## src/rtl/l2_req_arbiter.sv

```systemverilog
// l2_req_arbiter
//   Shares one downstream memory port between an iCache refill requester and
//   a dCache requester. A three-state FSM (IDLE -> REQ -> RESP) holds one
//   transaction at a time.
//   - Arbitration is round-robin by default. The dCache wins the first tie
//     after reset.
//   - Defining L2_ARB_DC_PRIORITY_EN switches to fixed priority, with the
//     dCache always winning over the iCache.
//   - Each response beat is registered once and steered to the requester
//     that owns the outstanding transaction.
//   - iCache refills take IC_BEATS beats. dCache transactions take one beat.
//
// Ports
//   clk_i, rstn_i       clock, asynchronous active-low reset
//   ic_req_*            iCache refill request (26-bit line address) / ready
//   ic_rsp_*            iCache beat valid, data, beat index
//   dc_req_*            dCache request (addr, cmd, tag) / ready
//   dc_rsp_*            dCache response valid, data, tag
//   mem_req_*           downstream request (valid/ready, addr, cmd, tag, src)
//   mem_rsp_*           downstream response beat
//   spurious_rsp_o      sticky flag: a beat arrived with nothing outstanding
module l2_req_arbiter #(
  parameter int LINE_SIZE = 128,
  parameter int IC_BEATS  = 4
) (
  input  logic                         clk_i,
  input  logic                         rstn_i,
  input  logic                         ic_req_valid_i,
  input  logic [25:0]                  ic_req_addr_i,
  output logic                         ic_req_ready_o,
  output logic                         ic_rsp_valid_o,
  output logic [LINE_SIZE-1:0]         ic_rsp_data_o,
  output logic [$clog2(IC_BEATS)-1:0]  ic_rsp_seq_o,
  input  logic                         dc_req_valid_i,
  input  logic [31:0]                  dc_req_addr_i,
  input  logic [4:0]                   dc_req_cmd_i,
  input  logic [7:0]                   dc_req_tag_i,
  output logic                         dc_req_ready_o,
  output logic                         dc_rsp_valid_o,
  output logic [LINE_SIZE-1:0]         dc_rsp_data_o,
  output logic [7:0]                   dc_rsp_tag_o,
  output logic                         mem_req_valid_o,
  input  logic                         mem_req_ready_i,
  output logic [31:0]                  mem_req_addr_o,
  output logic [4:0]                   mem_req_cmd_o,
  output logic [7:0]                   mem_req_tag_o,
  output logic                         mem_req_src_o,
  input  logic                         mem_rsp_valid_i,
  input  logic [LINE_SIZE-1:0]         mem_rsp_data_i,
  output logic                         spurious_rsp_o
);

  localparam int SEQ_W = $clog2(IC_BEATS);

  typedef enum logic [1:0] {ST_IDLE, ST_REQ, ST_RESP} state_t;

  state_t               state_q, state_d;
  logic                 grant_ic, grant_dc;
  logic                 rsp_beat, last_beat;

  // Latched request fields. They stay stable through REQ and RESP.
  logic [31:0]          addr_q;
  logic [4:0]           cmd_q;
  logic [7:0]           tag_q;
  logic                 src_q;
  logic [SEQ_W-1:0]     beat_cnt_q;
  logic                 spurious_q;

  // Registered response beat.
  logic                 ic_vld_p1, dc_vld_p1;
  logic [LINE_SIZE-1:0] rsp_data_p1;
  logic [SEQ_W-1:0]     seq_p1;

`ifndef L2_ARB_DC_PRIORITY_EN
  logic                 last_ic_q;
`endif

  // Grant decision. Only taken in IDLE.
  always_comb begin
    grant_ic = 1'b0;
    grant_dc = 1'b0;
    if (state_q == ST_IDLE) begin
`ifdef L2_ARB_DC_PRIORITY_EN
      if (dc_req_valid_i)      grant_dc = 1'b1;
      else if (ic_req_valid_i) grant_ic = 1'b1;
`else
      if (dc_req_valid_i && ic_req_valid_i) begin
        // On a tie, the requester that was not served last wins.
        if (last_ic_q) grant_dc = 1'b1;
        else           grant_ic = 1'b1;
      end else if (dc_req_valid_i) begin
        grant_dc = 1'b1;
      end else if (ic_req_valid_i) begin
        grant_ic = 1'b1;
      end
`endif
    end
  end

  assign rsp_beat  = (state_q == ST_RESP) && mem_rsp_valid_i;
  // A dCache transaction ends on its only beat. An iCache refill ends on beat IC_BEATS-1.
  assign last_beat = rsp_beat && (!src_q || (beat_cnt_q == SEQ_W'(IC_BEATS - 1)));

  always_comb begin
    state_d = state_q;
    case (state_q)
      ST_IDLE: if (grant_ic || grant_dc) state_d = ST_REQ;
      ST_REQ:  if (mem_req_ready_i)      state_d = ST_RESP;
      ST_RESP: if (last_beat)            state_d = ST_IDLE;
      default:                           state_d = ST_IDLE;
    endcase
  end

  always_ff @(posedge clk_i or negedge rstn_i) begin
    if (!rstn_i) state_q <= ST_IDLE;
    else         state_q <= state_d;
  end

  // Request latch and arbitration history.
  always_ff @(posedge clk_i or negedge rstn_i) begin
    if (!rstn_i) begin
      addr_q <= '0;
      cmd_q  <= '0;
      tag_q  <= '0;
      src_q  <= 1'b0;
`ifndef L2_ARB_DC_PRIORITY_EN
      last_ic_q <= 1'b1;
`endif
    end else if (grant_ic) begin
      addr_q <= {ic_req_addr_i, 6'b0};
      cmd_q  <= '0;
      tag_q  <= '0;
      src_q  <= 1'b1;
`ifndef L2_ARB_DC_PRIORITY_EN
      last_ic_q <= 1'b1;
`endif
    end else if (grant_dc) begin
      addr_q <= dc_req_addr_i;
      cmd_q  <= dc_req_cmd_i;
      tag_q  <= dc_req_tag_i;
      src_q  <= 1'b0;
`ifndef L2_ARB_DC_PRIORITY_EN
      last_ic_q <= 1'b0;
`endif
    end
  end

  // Response stage p0 -> p1: register the beat and steer it by source.
  always_ff @(posedge clk_i or negedge rstn_i) begin
    if (!rstn_i) begin
      ic_vld_p1   <= 1'b0;
      dc_vld_p1   <= 1'b0;
      rsp_data_p1 <= '0;
      seq_p1      <= '0;
      beat_cnt_q  <= '0;
      spurious_q  <= 1'b0;
    end else begin
      ic_vld_p1   <= rsp_beat && src_q;
      dc_vld_p1   <= rsp_beat && !src_q;
      rsp_data_p1 <= rsp_beat ? mem_rsp_data_i : '0;
      if (rsp_beat && src_q) begin
        seq_p1     <= beat_cnt_q;
        beat_cnt_q <= last_beat ? '0 : beat_cnt_q + 1'b1;
      end
      if (mem_rsp_valid_i && (state_q != ST_RESP)) spurious_q <= 1'b1;
    end
  end

  assign ic_req_ready_o  = grant_ic;
  assign dc_req_ready_o  = grant_dc;
  assign mem_req_valid_o = (state_q == ST_REQ);
  assign mem_req_addr_o  = addr_q;
  assign mem_req_cmd_o   = cmd_q;
  assign mem_req_tag_o   = tag_q;
  assign mem_req_src_o   = src_q;

  assign ic_rsp_valid_o  = ic_vld_p1;
  assign ic_rsp_data_o   = ic_vld_p1 ? rsp_data_p1 : '0;
  assign ic_rsp_seq_o    = seq_p1;
  assign dc_rsp_valid_o  = dc_vld_p1;
  assign dc_rsp_data_o   = dc_vld_p1 ? rsp_data_p1 : '0;
  assign dc_rsp_tag_o    = tag_q;
  assign spurious_rsp_o  = spurious_q;

endmodule

```

## config.mk

```make
export PLATFORM = sky130hd
export DESIGN_NAME = l2_req_arbiter
export DESIGN_NICKNAME = d
export VERILOG_FILES = /design/src/rtl/l2_req_arbiter.sv
export SDC_FILE = /design/constraint.sdc
export NUM_CORES = 1
export LEC_CHECK = 0
export CORE_AREA = 2 2 205 207
export CTS_CLUSTER_DIAMETER = 60
export CTS_CLUSTER_SIZE = 12
export DETAILED_ROUTE_END_ITERATION = 16
export DIE_AREA = 0 0 207 209
export HOLD_SLACK_MARGIN = 0.02
export MAX_ROUTING_LAYER = met4
export SLEW_MARGIN = 20
export SYNTH_ARGS = -nofsm -noshare
export SYNTH_HDL_FRONTEND = slang
export SYNTH_SLANG_ARGS = --single-unit
```

## constraint.sdc

```tcl
create_clock -name clk_i -period 2.7 [get_ports clk_i]
set_input_delay 0.405 -clock clk_i [delete_from_list [all_inputs] [get_ports clk_i]]
set_output_delay 0.405 -clock clk_i [all_outputs]
set_load 0.02 [all_outputs]
```

==> metrics.md, run 1 <==
| Metric | Value |
|---|---|
| Worst Tran Pin Value | roughly 0.8 ns |
| Global-route wire length before repair | ~52 mm |
| Crit path capture type | primary output |
| Largest net degree at the start of global routing | 93 |
| CTS tree | yes |
| Final worst path period need | ~2.6 ns |
| Combinational family with the most area after synthesis | simple AND/OR/NAND/NOR gates |
| GR Util All Layers | about 16% |
| RSZ-0062 raised after global routing | false |
| Status | completed |
| Seq cells post-synth | approximately 180 |
| Fin util | 36.42% |
| Nets | roughly 1500 |
| Final setup skew | 0.009111 ns |
| Synth async-reset ratio | 100.0% |
| Worst-Skew Late Latency | roughly 0.45 ns |
| Post-synthesis simple-gate area fraction | between 30% and 40% |
| CTS Buffer Depth | 2 |
| Tot Pwr | ~9.6 mW |
| Cell taking the most area after synthesis | dfrtp_1 |
| Yosys warnings | 0 |
| Detail Route Antenna Nets | 0 |
| Synth Area in XOR/XNOR | 0% |
| Initial antenna violation count | 7 |
| Final setup vio count | 0 |
| Num CTS Buffers | 17 |
| Leakage | 6.787 nW |
| Area added between synthesis and finish | 73.21% |
| Cell with the most instances after synthesis | and2_1 |
| Synth cell count leaders | and2_1, dfrtp_1, and3_1, clkbuf_1, o21ai_0 |
| DRT Pass-1 Iters | 4 |
| Synth Cell Area | 0.008681 mm² |
| Max-slew headroom | a little under half |
| Via-to-Cell Ratio | 4.302 |
| CP Max Fanout | 8 |
| Worst path cell trace | or3b_1 > nor2_4 > clkdlybuf4s50_1 |
| Wire per inst | 18.66 µm |
| Die Wd | ~210 µm |
| Initial drt markers | between 300 and 400 |
| Post-route cell area | between 0.015 and 0.02 mm² |
| Max_cap viols | 0 |
| Routability Congestion | 0.8223 |
| # IOs | approximately 520 |
| Crit-path max cell delay | roughly 0.62 ns |
| Post-synth cell types | 35 |
| Mapped Nets | approximately 1100 |
| IO Port Bufs | approximately 520 |
| Share of cells above drive strength 1 | about 5.4% |
| Sum Neg Setup Slack | 0 ns |
| Crit-path slowest cell | clkdlybuf4s50_1 |
| CP startpoint kind | register |
| Post-synth top flop | dfrtp_1 |
| Register area share after synthesis | 53.06% |
| Starting Density | 21.02% |
| Adder-Cell Fraction of Synth Area | less than 1% |
| Rows | 75 |
| Post-Syn Instances | ~850 |
| Critical Path AT | ~2.2 ns |
| Post-synthesis compound-gate area fraction | 6.904% |
| Post-Route WL | around 35 mm |
| CP top delay family | buffers and inverters |
| Top cells by area, synth | dfrtp_1, and2_1, and3_1 |
| Req. time, crit path | roughly 2.3 ns |
| PD cells | approximately 640 mW/mm² |
| Final worst path period share | 95.08% |
| Residual DRC count | 0 |
| Final Hold Slack | slightly above 0.4 ns |
| Via count | between 8000 and 9000 |
| Die height | about 210 µm |
| Dpl hpwl | ~26 mm |
| Clk slew on worst S/H paths | 0.07 ns |
| Min-Delay Path Class | input port to register |
| Peak supply drop | about 0.53 mV |
| Final slew viol count | 0 |
| CTS H-tree lvls | 4 |
| # clock sinks | 184 |
| Total grt overflow | 0 |
| Clk root buf | clkbuf_16 |
| Core Area | 0.04129 mm² |
| Mean Syn Cell Area | about 10 µm² |
| EDFF count, synth | 0 |
| Final Hold Viols | 0 |
| Vias in the first global route | 8222 |
| CP Class | register to primary output |
| Synth top area share | a little over half |
| WP buf/inv | 1 |
| Total die area | about 0.043 mm² |
| Mux share of post-synthesis cell area | less than 1% |
| Fmax | between 300 and 400 MHz |
| Postcts setup bufs | 0 |
| Cell Area, Placed | roughly 0.014 mm² |
cells in the final DEF (no fill, tap or decap), types with 8 or more instances in the layout:
cell type,count
a21oi_1,18
and2_1,257
and3_1,155
buf_4,20
clkbuf_16,17
clkdlybuf4s50_1,520
dfrtp_1,181
nand3_1,17
nand3b_1,25
o2111ai_1,25
o21ai_0,38
o21ai_1,8
report_power, final:
part	switching, mW	leakage (nW)	internal, mW
combinational	1.89	4.04	1.50
sequential	0.397	2.47	3.31
clock	1.21	0.275	1.33
total	3.50	6.79	6.13
area by class of cell:
cell class	instances	area [µm²]
diodes	4	10.01
clock buffers	19	442.9
clock inverters	13	136.4
fillers	4154	26250
inverters	5	18.77
multi-input cells	571	3627
flip-flops and latches	184	4613
well taps	539	674.4
repair buffers	550	5513
logic make-up (layout without fill, tap and decap cells):
family,count (synthesis),count (layout)
multiplexers,2,2
AND/OR/NAND/NOR,472,472
AO/OA/AOI/OAI,96,96
adder cells (fa/ha/maj),1,1
flip-flops,184,184
buffers and inverters,99,587
other,0,4
flip-flops by register name, summed over array words and instances, names as in the netlist:
signal and cells:
rsp_data_p1 128, mem_req_addr_o 32, dc_rsp_tag_o 8, mem_req_cmd_o 5
beat_cnt_q 2, ic_rsp_seq_o 2, state_q 2, dc_rsp_valid_o 1
ic_rsp_valid_o 1, last_ic_q 1, mem_req_src_o 1, spurious_rsp_o 1
metal layers:
layer	global-route usage, %	vias to the layer above	wire length, µm
met1	18.48	3927	14070
met5	-	-	0
met2	28.29	352	18300
met3	4.554	20	2402
li1	-	3810	-
met4	4.778	0	399
final timing paths:
kind                                 start                  to  slack (ns)  depth (start not counted)
max                             state_q[0]      dc_req_ready_o        0.13                          3
max reg2reg                     state_q[1]  mem_req_addr_o[31]        0.86                          4
max in group asynchronous           rstn_i     rsp_data_p1[63]        1.56                          3
min                        mem_rsp_valid_i      spurious_rsp_o        0.40                          3
min in group asynchronous           rstn_i     dc_rsp_tag_o[4]        0.45                          2
min reg2reg                 spurious_rsp_o      spurious_rsp_o        0.49                          1
timing repair:
item | 4_1_cts | 5_1_grt
hold endpoints to repair | 37 | 0
hold buffers | 1 | 0
setup endpoints to repair | 21 | 34
resized for setup | 1 | 2
worst min-delay path: cells and delay by family:
kind | cells | cell delay [ns]
compound gates | 1 | 0.07
buf+inv | 2 | 0.32
stage by stage:
step	std cells	setup slack (ns)
6_report	1885	0.1328
5_1_grt	1885	0.03316
4_1_cts	1881	0.01557
3_5_place_dp	1848	0.1954
3_3_place_gp	1848	0.2012
2_1_floorplan	854	1.062
No activity file was read; power rests on OpenSTA's default activity.
==> inputs of run 2 (changes only) <==
SKIP_CTS_REPAIR_TIMING = 1   (was default)
SLEW_MARGIN = default   (was 20)
==> metrics.md, run 2 (synthesis results as in run 1) <==
| Metric | Value |
|---|---|
| Via count | between 8000 and 9000 |
| Routability Congestion | 0.8223 |
| Global-route wire length before repair | approximately 53 mm |
| Max-slew headroom | between 10% and 20% |
| Leakage | roughly 6.8 nW |
| Largest net degree at the start of global routing | between 90 and 100 |
| CTS tree | yes |
| Worst path cell trace | or3b_1 > nor2_4 > clkdlybuf4s50_1 |
| Max FFs per register | about 130 |
| Final worst path period need | approximately 2.6 ns |
| Met2 wire length | around 18 mm |
| Final setup vio count | 0 |
| Int Pwr | approximately 6.0 mW |
| PD cells | 637.4 mW/mm² |
| Slack of the critical path | 0.1360 ns |
| Final worst path period share | between 90% and 100% |
| Largest Register | rsp_data_p1 |
| Num CTS Buffers | 17 |
| Starting Density | between 20% and 30% |
| Worst Reg-to-Reg Cells | 4 |
| Detail Route Antenna Nets | 0 |
| Setup slack at placement | 0.1810 ns |
| Vias in the first global route | a little over 8000 |
| Fmax | 390.0 MHz |
| Crit Reg-Reg Endpoint | mem_req_addr_o[31] |
| Crit-path slowest cell | clkdlybuf4s50_1 |
| Initial drt markers | 434 |
| Met3 WL post-DR | 2.322 mm |
| Fill cells | a little over 4000 |
| DRT Pass-1 Iters | 4 |
| WL met1 | 14.37 mm |
| RSZ-0062 raised after global routing | false |
| Min-Delay Path Class | input port to register |
| Max_cap viols | 0 |
| Highest Signal Layer | met4 |
| Sw frac | 37.05% |
| Final slew viol count | 0 |
| RR Startpoint | state_q[1] |
| Clk slew on worst S/H paths | around 0.070 ns |
| GR Util All Layers | roughly 16% |
| Worst R2R Setup Slack | between 0.8 and 0.9 ns |
| Hold Path Depth | 3 |
| Worst Tran Pin Value | approximately 1.2 ns |
| Core Area | between 0.04 and 0.05 mm² |
| Post-Route WL | 35.41 mm |
| Hold endpoint | spurious_rsp_o |
| WP buf/inv | 1 |
| CTS Buffer Depth | 2 |
| Wire per inst | around 19 µm |
| Tot Pwr | 9.565 mW |
| Dpl hpwl | about 26 mm |
| Crit path capture type | primary output |
| Via-to-Cell Ratio | 4.291 |
| Worst-Skew Late Latency | around 0.45 ns |
| Crit-path max cell delay | about 0.62 ns |
| Seq pwr share | 38.7% |
| Area added between synthesis and finish | 72.89% |
| Residual DRC count | 0 |
| Rows | 75 |
| Initial antenna violation count | 5 |
| CP Class | register to primary output |
| Die height | roughly 210 µm |
| IO Port Bufs | about 520 |
| CTS H-tree lvls | 4 |
| Status | completed |
| # clock sinks | between 150 and 200 |
| Peak supply drop | 0.5167 mV |
| Share of cells above drive strength 1 | roughly 5.4% |
| Nets | 1535 |
| Total die area | 0.04326 mm² |
| CP top delay family | buffers and inverters |
| Hold Path Origin | mem_rsp_valid_i |
| Critical Path AT | around 2.2 ns |
| Final Hold Viols | 0 |
| Final Hold Slack | ~0.41 ns |
| Clk root buf | clkbuf_16 |
| CP startpoint kind | register |
| Total grt overflow | 0 |
| # IOs | ~520 |
| Die Wd | just over 200 µm |
| Most common cell after layout, fill and taps aside | clkdlybuf4s50_1 |
| Clk network pwr share | between 20% and 30% |
| Logic pwr share | a little over a third |
| Most frequent cells in the layout | clkdlybuf4s50_1, and2_1, dfrtp_1, and3_1, o21ai_0 |
| Final setup skew | between 0.01 and 0.015 ns |
| Req. time, crit path | about 2.3 ns |
| CP Max Fanout | 8 |
| Switching pwr | ~3.5 mW |
run 2: per-layer routing:
layer  vias to the layer above  global-route usage (%)
met5                         -                       -
met4                         0                   5.345
met3                        23                   4.253
met2                       344                   28.29
met1                      3912                   18.77
li1                       3806                       -
run 2: layout make-up:
cell class / count / area, µm² / share of cell area, %
Clock buffer: 17 / 425.4 / 2.835
Sequential cell: 184 / 4613 / 30.74
Tap cell: 539 / 674.4 / 4.494
Multi-Input combinational cell: 571 / 3625 / 24.15
Antenna cell: 3 / 7.507 / 0.05002
Clock inverter: 15 / 131.4 / 0.8754
Inverter: 5 / 18.77 / 0.1251
Timing Repair Buffer: 550 / 5513 / 36.73
run 2: power groups by stage:
stage	clock network (mW)	registers, mW	logic [mW]
global route	2.65	3.78	3.67
finish	2.46	3.71	3.40
floorplan	0	3.93	1.49
CTS	2.57	3.71	3.44
detailed placement	0	3.74	3.44
global placement	0	3.74	3.40
run 2: tightest hold or removal path: cells and delay by family:
kind / cells / cell delay, ns
compound gates: 1 / 0.07
buf+inv: 2 / 0.32
run 2: how the worst max path moves through the flow:
stage | from | endpoint | slack [ns] | depth (start not counted)
2_1_floorplan | last_ic_q | ic_req_ready_o | 1.06 | 5
3_3_place_gp | dc_req_valid_i | mem_req_addr_o[24] | 0.20 | 6
3_5_place_dp | dc_req_valid_i | mem_req_addr_o[27] | 0.18 | 6
4_1_cts | ic_rsp_valid_o | ic_rsp_data_o[18] | -0.03 | 3
5_1_grt | state_q[0] | dc_req_ready_o | 0.05 | 3
6_report | state_q[0] | dc_req_ready_o | 0.14 | 3
run 2: metrics by stage:
stage	std cells	area (µm²)	utilization, %	setup TNS (ns)
6_report	1884	15010	36.35	0
3_5_place_dp	1848	14420	34.93	0
5_1_grt	1884	15010	36.35	0
4_1_cts	1880	14980	36.28	-0.06872
3_3_place_gp	1848	14420	34.93	0
2_1_floorplan	854	8681	-	0
